<file path="config.mk">
export PLATFORM = sky130hd
export DESIGN_NAME = bounce_step_scheduler
export DESIGN_NICKNAME = d
export VERILOG_FILES = /design/src/rtl/bounce_pkg.sv /design/src/rtl/q824_alu.sv /design/src/rtl/bounce_step_scheduler.sv
export SDC_FILE = /design/constraint.sdc
export NUM_CORES = 1
export LEC_CHECK = 0
export ABC_CLOCK_PERIOD_IN_PS = 15500
export CAP_MARGIN = 20
export CORE_UTILIZATION = 40
export DETAILED_ROUTE_END_ITERATION = 12
export DONT_BUFFER_PORTS = 1
export PLACE_DENSITY_LB_ADDON = 0.15
export SLEW_MARGIN = 20
export SYNTH_ARGS = -nofsm -noshare
export SYNTH_HDL_FRONTEND = slang
export SYNTH_HIERARCHICAL = 1
export SYNTH_SLANG_ARGS = --single-unit
</file>
<file path="constraint.sdc">
create_clock -name CLOCK_50 -period 15.5 [get_ports CLOCK_50]
set_clock_uncertainty 0.2 [all_clocks]
set_input_delay 3.1 -clock CLOCK_50 [delete_from_list [all_inputs] [get_ports CLOCK_50]]
set_output_delay 3.1 -clock CLOCK_50 [all_outputs]
set_load 0.03 [all_outputs]
</file>
<file path="src/rtl/bounce_pkg.sv">
// Shared types and default constants for the bouncing-LED step scheduler.
// Positions and velocities are signed q8.24 words.
package bounce_pkg;

  typedef logic signed [31:0] q824_t;

  localparam logic [2:0] ST_IDLE    = 3'd0;
  localparam logic [2:0] ST_GRAV    = 3'd1;
  localparam logic [2:0] ST_MOVE    = 3'd2;
  localparam logic [2:0] ST_FLR_MUL = 3'd3;
  localparam logic [2:0] ST_FLR_NEG = 3'd4;
  localparam logic [2:0] ST_CEIL    = 3'd5;
  localparam logic [2:0] ST_DONE    = 3'd6;

  typedef enum logic [1:0] {
    ALU_ADD     = 2'd0,
    ALU_SUB     = 2'd1,
    ALU_NEG     = 2'd2,
    ALU_SAT_ADD = 2'd3
  } alu_op_e;

  localparam q824_t DEF_INIT_POS      = 32'sd1000;
  localparam q824_t DEF_INIT_VEL      = 32'sh03000000;
  localparam q824_t DEF_DV_LOW        = 32'sd3355;
  localparam q824_t DEF_DV_HIGH       = 32'sd3356;
  localparam q824_t DEF_KICK_VEL      = 32'sh03000000;
  localparam q824_t DEF_FLOOR_RESTORE = 32'sh00000100;
  localparam int    DEF_VSHIFT        = 16;
  localparam int    DEF_CEIL_INT      = 10;

endpackage

</file>
<file path="src/rtl/q824_alu.sv">
// Single shared 32-bit adder: ADD, SUB, NEG (0 - b) and a signed saturating ADD.
module q824_alu
  import bounce_pkg::*;
(
  input  logic [1:0]  op,
  input  logic [31:0] a,
  input  logic [31:0] b,
  output logic [31:0] y
);

  logic        sub;
  logic        ovf;
  logic [31:0] lhs;
  logic [31:0] rhs;
  logic [31:0] sum;

  always_comb begin
    sub = (op == ALU_SUB) || (op == ALU_NEG);
    lhs = (op == ALU_NEG) ? 32'd0 : a;
    rhs = sub ? ~b : b;
    sum = lhs + rhs + {31'd0, sub};
    // Overflow only matters for the saturating form; operands share a sign, result flips.
    ovf = (a[31] == b[31]) && (sum[31] != a[31]);
    y   = sum;
    if ((op == ALU_SAT_ADD) && ovf) begin
      y = a[31] ? 32'h80000000 : 32'h7FFFFFFF;
    end
  end

endmodule

</file>
<file path="src/rtl/bounce_step_scheduler.sv">
// Per-tick physics sequencer for the bouncing LED: gravity, integration, floor and
// ceiling bounce through one shared adder, plus Kick/Load arbitration and overrun.
module bounce_step_scheduler
  import bounce_pkg::*;
#(
  parameter q824_t INIT_POS      = DEF_INIT_POS,
  parameter q824_t INIT_VEL      = DEF_INIT_VEL,
  parameter q824_t DV_LOW        = DEF_DV_LOW,
  parameter q824_t DV_HIGH       = DEF_DV_HIGH,
  parameter q824_t KICK_VEL      = DEF_KICK_VEL,
  parameter int    VSHIFT        = DEF_VSHIFT,
  parameter int    CEIL_INT      = DEF_CEIL_INT,
  parameter q824_t FLOOR_RESTORE = DEF_FLOOR_RESTORE
) (
  input  logic        CLOCK_50,
  input  logic        Reset_n,
  input  logic        Tick,
  input  logic        Kick,
  input  logic        Load,
  input  logic [31:0] LoadPos,
  input  logic [31:0] LoadVel,
  output logic [31:0] Position,
  output logic [31:0] Velocity,
  output logic        Ready,
  output logic        StepDone,
  output logic        Bounce,
  output logic        Overrun
);

  localparam logic signed [7:0] CEIL_I8    = 8'(CEIL_INT);
  localparam logic signed [7:0] CEIL_M1_I8 = 8'(CEIL_INT - 1);

  logic [2:0] state_reg, state_next;
  q824_t      pos_reg, pos_next;
  q824_t      vel_reg, vel_next;
  q824_t      tmp_reg, tmp_next;
  logic       dv_sel_reg, dv_sel_next;
  logic       tick_pend_reg, tick_pend_next;
  logic       kick_pend_reg, kick_pend_next;
  logic       bnc_reg, bnc_next;
  logic       step_done_reg, step_done_next;
  logic       bounce_reg, bounce_next;
  logic       overrun_reg, overrun_next;

  logic        tick_take;
  logic        kick_take;
  logic [1:0]  alu_op;
  logic [31:0] alu_a;
  logic [31:0] alu_b;
  logic [31:0] alu_y;
  q824_t       vel_q;

  q824_alu u_alu (
    .op (alu_op),
    .a  (alu_a),
    .b  (alu_b),
    .y  (alu_y)
  );

  assign Ready = (state_reg == ST_IDLE) && !tick_pend_reg && !kick_pend_reg;
  assign vel_q = vel_reg >>> 2;

  always_comb begin
    state_next     = state_reg;
    pos_next       = pos_reg;
    vel_next       = vel_reg;
    tmp_next       = tmp_reg;
    dv_sel_next    = dv_sel_reg;
    bnc_next       = bnc_reg;
    step_done_next = 1'b0;
    bounce_next    = 1'b0;
    tick_take      = 1'b0;
    kick_take      = 1'b0;
    alu_op         = ALU_ADD;
    alu_a          = vel_reg;
    alu_b          = KICK_VEL;

    case (state_reg)
      ST_IDLE: begin
        if (Load && Ready) begin
          pos_next = LoadPos;
          vel_next = LoadVel;
        end else if (kick_pend_reg) begin
          kick_take = 1'b1;
          alu_op    = ALU_SAT_ADD;
          vel_next  = (vel_reg <= 32'sd0) ? KICK_VEL : alu_y;
        end else if (tick_pend_reg) begin
          tick_take  = 1'b1;
          state_next = ST_GRAV;
        end
      end
      ST_GRAV: begin
        alu_op      = ALU_SUB;
        alu_b       = dv_sel_reg ? DV_HIGH : DV_LOW;
        vel_next    = alu_y;
        dv_sel_next = !dv_sel_reg;
        state_next  = ST_MOVE;
      end
      ST_MOVE: begin
        alu_a      = pos_reg;
        alu_b      = vel_reg >>> VSHIFT;
        pos_next   = alu_y;
        state_next = ST_FLR_MUL;
      end
      ST_FLR_MUL: begin
        // 0.75 * velocity as (v/4) + 2*(v/4)
        alu_a = vel_q;
        alu_b = vel_q <<< 1;
        if ((pos_reg <= 32'sd0) && (vel_reg < 32'sd0)) begin
          bnc_next = 1'b1;
          tmp_next = alu_y;
        end else if (pos_reg < 32'sd0) begin
          pos_next = 32'sd0;
        end
        state_next = ST_FLR_NEG;
      end
      ST_FLR_NEG: begin
        alu_op = ALU_NEG;
        alu_b  = tmp_reg;
        if (bnc_reg) begin
          vel_next = alu_y;
          pos_next = FLOOR_RESTORE;
        end
        state_next = ST_CEIL;
      end
      ST_CEIL: begin
        alu_op = ALU_NEG;
        alu_b  = vel_reg;
        if (($signed(pos_reg[31:24]) >= CEIL_I8) && (vel_reg > 32'sd0)) begin
          vel_next        = alu_y;
          pos_next[31:24] = CEIL_M1_I8;
        end
        // Registered pulses land together with the final committed values.
        step_done_next = 1'b1;
        bounce_next    = bnc_reg;
        state_next     = ST_DONE;
      end
      ST_DONE: begin
        bnc_next   = 1'b0;
        state_next = ST_IDLE;
      end
      default: state_next = ST_IDLE;
    endcase

    tick_pend_next = tick_pend_reg ? !tick_take : Tick;
    overrun_next   = overrun_reg || (Tick && tick_pend_reg);
    kick_pend_next = Kick || (kick_pend_reg && !kick_take);
  end

  always_ff @(posedge CLOCK_50 or negedge Reset_n) begin
    if (!Reset_n) begin
      state_reg     <= ST_IDLE;
      pos_reg       <= INIT_POS;
      vel_reg       <= INIT_VEL;
      tmp_reg       <= '0;
      dv_sel_reg    <= 1'b1;
      tick_pend_reg <= 1'b0;
      kick_pend_reg <= 1'b0;
      bnc_reg       <= 1'b0;
      step_done_reg <= 1'b0;
      bounce_reg    <= 1'b0;
      overrun_reg   <= 1'b0;
    end else begin
      state_reg     <= state_next;
      pos_reg       <= pos_next;
      vel_reg       <= vel_next;
      tmp_reg       <= tmp_next;
      dv_sel_reg    <= dv_sel_next;
      tick_pend_reg <= tick_pend_next;
      kick_pend_reg <= kick_pend_next;
      bnc_reg       <= bnc_next;
      step_done_reg <= step_done_next;
      bounce_reg    <= bounce_next;
      overrun_reg   <= overrun_next;
    end
  end

  assign Position = pos_reg;
  assign Velocity = vel_reg;
  assign StepDone = step_done_reg;
  assign Bounce   = bounce_reg;
  assign Overrun  = overrun_reg;

endmodule

</file>
# Yosys cells after proc, flatten, opt, wreduce, memory -nomap -nowiden
# Index checks and enable logic that the tools add are counted.
# classes
n_reduce_logical,29
addsub,2
n_bitwise,1
n_mux,39
magnitude_cmp,6
n_eq_ne,21
# ops
operator,n
$mux W32,13
$pmux W32 S5,1
$pmux W32 S4,1
$pmux W24 S4,1
$le A32 B1 Y1 const B,2
$lt A32 B1 Y1 const B,2
$pmux W32 S2,1
$pmux W8 S5,1
$add A32 B1 Y32,1
$add A32 B32 Y32,1
$gt A32 B1 Y1 const B,1
$not A32 Y32,1
$pmux W3 S6,1
$ne A2 B2 Y1 const B,8
$mux W3,4
$mux W1,11
$eq A3 B3 Y1 const B,3
$logic_and A1 B1 Y1,9
$ge A8 B5 Y1 const B,1
$mux W8,1
$reduce_bool A4 Y1,2
$eq A3 B2 Y1 const B,2
$pmux W2 S3,1
$reduce_and A6 Y1,1
19 further kinds,28
# totals
register_bits,106
wordCells,110
input_bits,69

# Depth between registers and ports, before layout
# Gate-level depths: netlist of the first run.
# depth
depth_word,19
ltp_mapped,24
ltp_nobuf,19

# Hierarchy
# Netlist of the first run, hierarchy kept.
# modules_own_cells
mod,area_per_inst_um2,cells_per_inst,n_inst,seq_area_each_um2
bounce_step_scheduler,6815.3,752,1,2663.8
q824_alu,2519.9,359,1,0.0

# Least setup slack after synthesis of the first run
# Ideal clock, no wire load.
# synth_path
path_kind,register to register
from,register state_reg[0]
to,"register pos_reg[27], in the netlist Position[27]"
path_stages_with_launch,24
setup_ns,0.125
synth_period_minus_slack_ns,5.349
path_slack_ns,10.151
arrival_time_ns,5.025
n_path_buf,6
path_cell_list,dfrtp_1 > buf_2 > buf_1 > buf_1 > o21a_1 > inv_1 > ha_1 > buf_6 > clkbuf_1 > xnor2_1 > ha_1 > clkbuf_1 > a211o_1 > a211oi_1 > nor3_1 > nor4_1 > o31ai_1 > a211o_1 > a21oi_1 > xor2_1 > o21ai_0 > a221oi_1 > a21oi_1 > mux2_2
# synth_via
elab_chain_cells,16
word_cells_on_any_way,37
# synth_lines
element,line_no,rtl
from (decl),bounce_step_scheduler.sv:33,"logic [2:0] state_reg, state_next;"
from (signal assigned),bounce_step_scheduler.sv:164,state_reg <= state_next;
$logic_not A3 Y1,"bounce_step_scheduler.sv:60, bounce_step_scheduler.sv:78",
$logic_and A1 B1 Y1 (2 in a row),bounce_step_scheduler.sv:60,assign Ready = (state_reg == ST_IDLE) && !tick_pend_reg && !kick_pend_reg;
$logic_and A1 B1 Y1,bounce_step_scheduler.sv:80,if (Load && Ready) begin
$mux W2,bounce_step_scheduler.sv:80,
$pmux W2 S3 *,bounce_step_scheduler.sv:78,case (state_reg)
named net alu_op[0],bounce_step_scheduler.sv:47,logic [1:0] alu_op;
$eq A2 B1 Y1 / $eq A2 B2 Y1 (equally long branches),"q824_alu.sv:18, q824_alu.sv:19",
$logic_or A1 B1 Y1,q824_alu.sv:18,sub = (op == ALU_SUB) || (op == ALU_NEG);
$mux W32,q824_alu.sv:20,rhs = sub ? ~b : b;
$add A32 B32 Y32,q824_alu.sv:21,"sum = lhs + rhs + {31'd0, sub};"
$add A32 B1 Y32,q824_alu.sv:21,
$ne A1 B1 Y1,q824_alu.sv:23,ovf = (a[31] == b[31]) && (sum[31] != a[31]);
$logic_and A1 B1 Y1,q824_alu.sv:23,
$logic_and A1 B1 Y1,q824_alu.sv:25,if ((op == ALU_SAT_ADD) && ovf) begin
$mux W32 *,q824_alu.sv:25,
named net alu_y[27],bounce_step_scheduler.sv:50,logic [31:0] alu_y;
$pmux W8 S5 *,bounce_step_scheduler.sv:78,
to (signal assigned),bounce_step_scheduler.sv:165,pos_reg <= pos_next;
to (decl),bounce_step_scheduler.sv:34,"q824_t pos_reg, pos_next;"
# The timed path passes the listed nets; every way through them passes the cells marked *.
# A chain may end at the register's enable or synchronous reset.

# Worst setup path after layout of the first run
# layout_path
from,register state_reg[1]
to,"register pos_reg[24], in the netlist Position[24]"
# layout_via
word_cells_on_any_way,37
# layout_rtl
element,line_no,rtl
"$eq A3 B3 Y1, or another cell as far along",bounce_step_scheduler.sv:78,
$pmux W32 S5 *,bounce_step_scheduler.sv:78,
named net alu_b[6],bounce_step_scheduler.sv:49,logic [31:0] alu_b;
$not A32 Y32,q824_alu.sv:20,
$mux W32 *,q824_alu.sv:20,
$add A32 B32 Y32 *,q824_alu.sv:21,
$add A32 B1 Y32 *,q824_alu.sv:21,
$ne A1 B1 Y1,q824_alu.sv:23,
$logic_and A1 B1 Y1,q824_alu.sv:23,
$logic_and A1 B1 Y1,q824_alu.sv:25,
$mux W32 *,q824_alu.sv:25,
named net alu_y[24],bounce_step_scheduler.sv:50,
$pmux W8 S5 *,bounce_step_scheduler.sv:78,
# Marked as above.

==> results.ini, run 1 <==
[routing]
wl_met2_um = 16100
avgViaCountPerCell = 6.31
route.detailed.drc = 0
dr_wl_met3_um = 2630
num_vias = 8634
wl_met1_um = 15700
drtIter0Drc = 942
dr.pass1.iters = 5
wl_per_cell_um = 25.9
routed_wl_um = 35500
ant_nets = 0
maxUsedRoutingLayer = met5

[logic_synthesis]
synth_top_area_cell = dfrtp_1
synth-edff-count = 0
avgSynthCellArea_um2 = 8.40
ys_seq_area_frac = 0.285
yosysMostFrequentCell = o21ai_0
netlist_instances = 1111
syn_area_um2 = 9340
synth_simple_gate_area_share = 0.145
yosys-top-cells-count = 111 x o21ai_0, 98 x a21oi_1, 97 x dfrtp_1
synth_area_leaders = dfrtp_1 26%, mux2i_1 9.2%, o21ai_0 6.0%
synth-xor-area-share = 0.0572
synth_top_area_frac = 0.260
synthArstFlopShare = 1.00
synth_top_family_by_area = compound AO/OA/AOI/OAI gates
ys_ff_latch = 106
synth-compound-area-share = 0.261
synthAdderAreaFrac = 0.0450
synthMuxAreaShare = 0.148
synth_nets = 1213
synth_warnings = 6
dominantRegCellSynth = dfrtp_1
synth_cell_types = 69

[min_path]
worstHoldStart = tmp_reg[1]$_DFFE_PN0P_
hold_class = reg2reg

[cts]
cts_tree = yes
clockRootBuffer = clkbuf_16
cts_buffer_depth = 2
post-cts-setup-buffers = 0
cts_hold_buffers = 0
path_clk_slew_ns = 0.08
cts.repair.resized = 0
clk_latency_ns = 0.37
cts.sinks = 106
htree_num_levels = 3
numCtsBuffers = 9

[placement]
post-place-ws_ns = 8.56
gp_congestion = 0.964
port_buffers = 0
placed_area_um2 = 9510
hpwl_um = 23900

[finish]
synthToLayoutAreaGrowth_pct = 5.05
finish.instance_area_um2 = 9810
diodes = 0
final_nets = 1153
drive_gt1_frac = 0.106

[floorplan]
fp.dieW_um = 155
rows = 55
io-pin-count = 137
die_h_um = 155
core-area_um2 = 22800
die_area_um2 = 24000
initial_core_util = 0.410

[setup_path]
crit_fanout = 30
worstSetupStartpointType = flop
reg2reg_to = Position[24]$_DFFE_PN0P_
worstPathRequired_ns = 15.55
reg2reg_from = state_reg[1]$_DFFE_PN0P_
setup.worst_path.start = state_reg[1]$_DFFE_PN0P_
ff2ff_setup_slack_ns = 8.33
arrival_ns = 7.22
reg2regPathDepth = 17
crit_end = Position[24]$_DFFE_PN0P_
path_class = reg2reg
cp-end-kind = flop

[timing]
tns_ns = 0
hold_violations = 0
worstMarginPinSlew_ns = 1.23
period_needed_ns = 7.17
rsz0062_at_grt = no
final_max_slew_viol_count = 0
final-setup-viol-count = 0
setup_ws_ns = 8.33
max_clock_freq_mhz = 139
relSlewSlack = 0.175
period_share = 0.463

[global_routing]
grt_max_degree = 107
antenna_found_initial = 1
grt.total_usage = 0.301
overflow = 0
grt_pass1_vias = 8281
grt_pass1_wl_um = 53700

[job]
drv_cap = 0

[outcome]
status = finished clean

final cells by class:
class	instances	area, um^2
Clock inverter	6	66.3
Inverter	42	158
Clock buffer	10	229
Multi-Input combinational cell	877	6180
Sequential cell	106	2670
Tap cell	313	392
Timing Repair Buffer	15	113
Fill cell	2301	13000
cell families (layout without fill, tap and decap cells):
family          count (synthesis)  after routing
fa+ha+maj                      33             33
mux                           132            132
compound gates                386            386
buf+inv                       128             73
simple gates                  265            265
xor+xnor                       61             61
flops                         106            106
worst max-delay path: stages (launching register included):
cell and delay (ns):
dfrtp_1 0.97, clkinv_1 0.82, nand2_1 0.98, o22ai_1 0.23, xnor2_1 0.17, ha_1 0.42
a21oi_1 0.11, nand2_1 0.09, o21ai_2 0.12, o31ai_4 0.28, a21oi_2 0.16, o31ai_4 0.43
mux2i_2 0.72, buf_4 0.39, o21ai_0 0.26, a221oi_1 0.34, a21oi_1 0.07, mux2_2 0.27
per-stage QoR:
| step | hold slack, ns | cells | util |
|---|---|---|---|
| after CTS | 0.309 | 1369 | 0.431 |
| after detailed placement | 0.290 | 1353 | 0.418 |
| after global routing | 0.315 | 1369 | 0.431 |
| after floorplan | 0.274 | 1111 | - |
| final | 0.308 | 1369 | 0.431 |
| after global placement | 0.285 | 1353 | 0.418 |
cell usage in the layout, fill, tap and decap left out, types with 10 or more instances in the layout:
cell / netlist / routed
nor2b_1: 37 / 37
xnor2_1: 46 / 46
nor4_1: 18 / 18
o21ai_0: 111 / 111
xor2_1: 15 / 15
a21o_1: 22 / 22
and3_1: 33 / 33
a221oi_1: 11 / 11
mux2i_1: 86 / 85
nor2_1: 35 / 32
a22oi_1: 35 / 35
inv_1: 40 / 40
o22ai_1: 27 / 27
ha_1: 32 / 31
buf_4: 1 / 15
a22o_1: 30 / 30
a21oi_1: 98 / 96
mux2_2: 45 / 45
dfrtp_1: 97 / 96
nand2_1: 92 / 91
nand2b_1: 11 / 10
metal layers:
layer  track usage  vias to the layer above
met5             0                        -
met4         0.110                        2
met3        0.0642                       66
met2         0.468                      365
met1         0.408                     4243
li1              -                     3958
worst min path at each step:
stage	end	slack, ns	cells after the start
6_report	tmp_reg[1]$_DFFE_PN0P_	0.31	1
2_1_floorplan	tmp_reg[12]$_DFFE_PN0P_	0.27	1
3_3_place_gp	tmp_reg[2]$_DFFE_PN0P_	0.29	1
3_5_place_dp	tmp_reg[1]$_DFFE_PN0P_	0.29	1
5_1_grt	tmp_reg[1]$_DFFE_PN0P_	0.31	1
4_1_cts	tmp_reg[18]$_DFFE_PN0P_	0.31	1
Power of run 1 is left out: the tool's default activity adds up to more than one toggle a clock period on the data nets, which glitch-free logic cannot reach.
==> run 2: changes to the inputs <==
ABC_CLOCK_PERIOD_IN_PS = 6100   (was 15500)
clock period = 6.1 ns   (was 15.5 ns; I/O delays follow)
==> run 2 against run 1 <==
Net effect:
- non-clock buffer count is 28 higher
- routed wire length about the same
- final cell count rose by 2.0%
- register-to-register slack lost 7.7 ns
- critical path depth stayed put
- die area unchanged
- clock-buffer cell count is 1 higher
- critical endpoint is now Velocity[14]$_DFFE_PN0P_
- highest routed layer is now met4
==> results.ini, run 2 (synthesis gave the netlist of run 1 again) <==
[setup_path]
max_stage_delay_ns = 0.71
reg2reg_to = Velocity[14]$_DFFE_PN0P_
critical-path-top-delay-family = compound AO/OA/AOI/OAI gates
cp-end-kind = flop
ff2ff_setup_slack_ns = 0.61
worstPathRequired_ns = 6.19
arrival_ns = 5.58
reg2reg_from = state_reg[2]$_DFFE_PN0P_
cp_cell_sequence = buf_4 > nor2b_1 > a22oi_1 > o22ai_1 > xnor2_1 > ha_1 > nand2_1 > a21oi_2 > o21ai_2 > o31ai_4 > a21oi_2 > o31ai_4 > mux2_4 > o21ai_0 > and3_1 > a21oi_1 > mux2i_1
slowest_stage = dfrtp_1
worstSetupStartpointType = flop
crit_fanout = 30
crit_buf_inv = 1
path_class = reg2reg
reg2regPathDepth = 17

[timing]
period_needed_ns = 5.49
setup_ws_ns = 0.608
max_clock_freq_mhz = 182
final_max_slew_viol_count = 0
hold_violations = 0
worstMarginPinSlew_ns = 0.950
relSlewSlack = 0.366
worst_hold_slack_ns = 0.311
period_share = 0.900
final-setup-viol-count = 0
tns_ns = 0
rsz0062_at_grt = no

[placement]
placed_cells = 1381
post-place-ws_ns = 0.723
hpwl_um = 25000
port_buffers = 0
gp_congestion = 1.01

[global_routing]
grt.total_usage = 0.298
antenna_found_initial = 0
grt_max_degree = 107
grt_pass1_vias = 8181
grt_pass1_wl_um = 53400
overflow = 0

[routing]
routed_wl_um = 35500
num_vias = 8717
avgViaCountPerCell = 6.24
route.detailed.drc = 0
drtIter0Drc = 807
wl_per_cell_um = 25.4
dr.pass1.iters = 6
ant_nets = 0

[finish]
layout_commonest_cell = o21ai_0
synthToLayoutAreaGrowth_pct = 7.36
final_cell_count_no_fill = 1397
final_nets = 1181
drive_gt1_frac = 0.130
final_cell_mix = 111 x o21ai_0, 96 x dfrtp_1, 96 x a21oi_1
diodes = 0
fillCellCount = 2291

[cts]
cts.sinks = 106
cts_tree = yes
numCtsBuffers = 9
cts_hold_buffers = 0
htree_num_levels = 3
cts.repair.resized = 0
cts_buffer_depth = 2
path_clk_slew_ns = 0.09
post-cts-setup-buffers = 0
clk_latency_ns = 0.37
clockRootBuffer = clkbuf_16

[min_path]
worstHoldStart = tmp_reg[0]$_DFFE_PN0P_
whs_path_depth = 1
hold_class = reg2reg
holdPathEnd = tmp_reg[0]$_DFFE_PN0P_

[floorplan]
rows = 55
die_h_um = 155
core-area_um2 = 22800
io-pin-count = 137
die_area_um2 = 24000
fp.dieW_um = 155
initial_core_util = 0.410

[outcome]
status = finished clean

[job]
drv_cap = 0

[run 2: per-layer routing]
| metal | wire, um | track usage |
|---|---|---|
| met5 | 0 | 0 |
| met4 | 789 | 0.0882 |
| met3 | 2460 | 0.0510 |
| met2 | 16300 | 0.485 |
| met1 | 16000 | 0.404 |
[run 2: worst max path at each step]
stage                        startpoint                       end  slack [ns]  depth (start not counted)
4_1_cts        state_reg[2]$_DFFE_PN0P_  Velocity[14]$_DFFE_PN0P_        0.69                         17
3_5_place_dp   state_reg[2]$_DFFE_PN0P_  Velocity[14]$_DFFE_PN0P_        0.72                         17
3_3_place_gp   state_reg[2]$_DFFE_PN0P_  Velocity[25]$_DFFE_PN1P_        0.68                         17
6_report       state_reg[2]$_DFFE_PN0P_  Velocity[14]$_DFFE_PN0P_        0.61                         17
2_1_floorplan  state_reg[0]$_DFFE_PN0P_  Position[27]$_DFFE_PN0P_        0.75                         23
5_1_grt        state_reg[2]$_DFFE_PN0P_  Position[24]$_DFFE_PN0P_        0.24                         18
[run 2: metrics by stage]
| stage | utilization | instance area (um^2) |
|---|---|---|
| after global routing | 0.440 | 10000 |
| after floorplan | - | 9340 |
| final | 0.440 | 10000 |
| after global placement | 0.427 | 9730 |
| after CTS | 0.440 | 10000 |
| after detailed placement | 0.428 | 9740 |
[run 2: cell type report]
class	instances	area, um^2	share of cell area
sequential	106	2670	0.266
multi-input combinational	877	6190	0.617
clock buffer	11	243	0.0242
inverter	42	158	0.0157
clock inverter	5	38.8	0.00387
timing repair buffer	43	335	0.0335
tap	313	392	0.0391
Power of run 2 is left out for the same reason.
==> run 3: changes to the inputs <==
CTS_CLUSTER_SIZE = 24   (was unset)
GPL_ROUTABILITY_DRIVEN = 0   (was unset)
==> run 3 against run 2 <==
Net effect:
- setup slack improved by 0.12 ns
- first-iteration DRC count up 0.25%
- via count grew 0.39%
- non-clock buffer count decreased by 1
- sequential share of layout area barely moved
- routed wire length down 2.1%
- die area is the same
- critical path depth grew 2
- worst hold slack lost 0.0035 ns
- maximum frequency rose by 2.2%
- clock-buffer cell count unchanged
- register-to-register slack improved by 0.12 ns
==> results.ini, run 3 (synthesis gave the netlist of run 1 again) <==
[cts]
clockRootBuffer = clkbuf_16
cts_buffer_depth = 2
cts_tree = yes
cts.sinks = 106
path_clk_slew_ns = 0.08
htree_num_levels = 3
cts.repair.resized = 0
post-cts-setup-buffers = 0
clk_latency_ns = 0.37
numCtsBuffers = 9
cts_hold_buffers = 0

[floorplan]
io-pin-count = 137
fp.dieW_um = 155
initial_core_util = 0.410
rows = 55
die_area_um2 = 24000
die_h_um = 155
core-area_um2 = 22800

[routing]
drtIter0Drc = 809
route.detailed.drc = 0
dr.pass1.iters = 5
routed_wl_um = 34800
wl_per_cell_um = 24.9
num_vias = 8751
ant_nets = 0
avgViaCountPerCell = 6.26

[min_path]
holdPathEnd = tmp_reg[1]$_DFFE_PN0P_
hold_class = reg2reg
worstHoldStart = tmp_reg[1]$_DFFE_PN0P_
whs_path_depth = 1

[outcome]
status = finished clean

[finish]
final_cell_mix = 111 x o21ai_0, 96 x dfrtp_1, 96 x a21oi_1
synthToLayoutAreaGrowth_pct = 7.51
fin_util = 0.441
layout_commonest_cell = o21ai_0
drive_gt1_frac = 0.128
final_nets = 1180
fillCellCount = 2256

[timing]
tns_ns = 0
period_share = 0.881
max_clock_freq_mhz = 186
worstMarginPinSlew_ns = 1.16
hold_violations = 0
final_max_slew_viol_count = 0
relSlewSlack = 0.219
final-setup-viol-count = 0
rsz0062_at_grt = no
period_needed_ns = 5.38

[global_routing]
antenna_found_initial = 2
grt_pass1_wl_um = 52600
grt_pass1_vias = 8315
grt_max_degree = 107
grt.total_usage = 0.291
overflow = 0

[setup_path]
reg2reg_to = Position[24]$_DFFE_PN0P_
cp-end-kind = flop
crit_fanout = 17
reg2reg_from = state_reg[1]$_DFFE_PN0P_
path_class = reg2reg
arrival_ns = 5.44
reg2regPathDepth = 19
ff2ff_setup_slack_ns = 0.72
worstPathRequired_ns = 6.16
worstSetupStartpointType = flop

[placement]
hpwl_um = 24400
port_buffers = 0

[job]
drv_cap = 0

[run 3: changes by cell type in the layout (fill, tap and decap cells not counted)]
cell and delta:
buf_12 +2, buf_4 -3, clkinv_4 -1, diode_2 +1, inv_6 +1, nor4_1 +1, nor4_2 -1
[run 3: cell type report]
cell class                      count  area, um^2  area share
Multi-Input combinational cell    877        6180       0.616
Sequential cell                   106        2670       0.266
Tap cell                          313         392      0.0390
Inverter                           42         158      0.0157
Timing Repair Buffer               42         353      0.0352
Clock inverter                      5        38.8     0.00386
Clock buffer                       11         243      0.0242
Antenna cell                        1        2.50    0.000249
[run 3: worst max path at each step]
stage	start	to	slack, ns
after detailed placement	state_reg[1]$_DFFE_PN0P_	Position[24]$_DFFE_PN0P_	0.82
after global placement	state_reg[0]$_DFFE_PN0P_	Position[27]$_DFFE_PN0P_	0.88
final	state_reg[1]$_DFFE_PN0P_	Position[24]$_DFFE_PN0P_	0.72
after CTS	state_reg[1]$_DFFE_PN0P_	Velocity[14]$_DFFE_PN0P_	0.83
after global routing	state_reg[1]$_DFFE_PN0P_	Velocity[11]$_DFFE_PN0P_	0.41
after floorplan	state_reg[0]$_DFFE_PN0P_	Position[27]$_DFFE_PN0P_	0.75
[run 3: worst max-delay path, stage by stage, from the launching register on]
cell	delay, ns
dfrtp_1	0.61
buf_4	0.30
nor2b_1	0.37
a21oi_1	0.14
o22ai_1	0.41
a21oi_1	0.17
fa_1	0.47
nand2b_1	0.18
a21o_1	0.19
a31oi_1	0.13
buf_4	0.15
a21oi_1	0.10
o21bai_1	0.27
a21boi_0	0.22
a21o_1	0.22
a31oi_1	0.22
o21ai_0	0.25
a221oi_1	0.34
a21oi_1	0.06
mux2_2	0.26
[run 3: per-layer routing]
metal  part of all wire  vias to the layer above  global-route usage
met4              0.023                        2              0.0967
met5            0.00037                        -                   0
met3              0.078                       50              0.0516
li1                   -                     4006                   -
met1               0.45                     4314               0.400
met2               0.45                      379               0.459
[run 3: through the flow]
step | setup slack (ns) | hold WS [ns] | instances | area, um^2
floorplan | 0.751 | 0.274 | 1111 | 9340
global placement | 0.885 | 0.287 | 1380 | 9750
detailed placement | 0.822 | 0.291 | 1380 | 9750
CTS | 0.830 | 0.309 | 1396 | 10000
global route | 0.407 | 0.315 | 1396 | 10000
finish | 0.725 | 0.308 | 1397 | 10000
Power of run 3 is left out for the same reason.
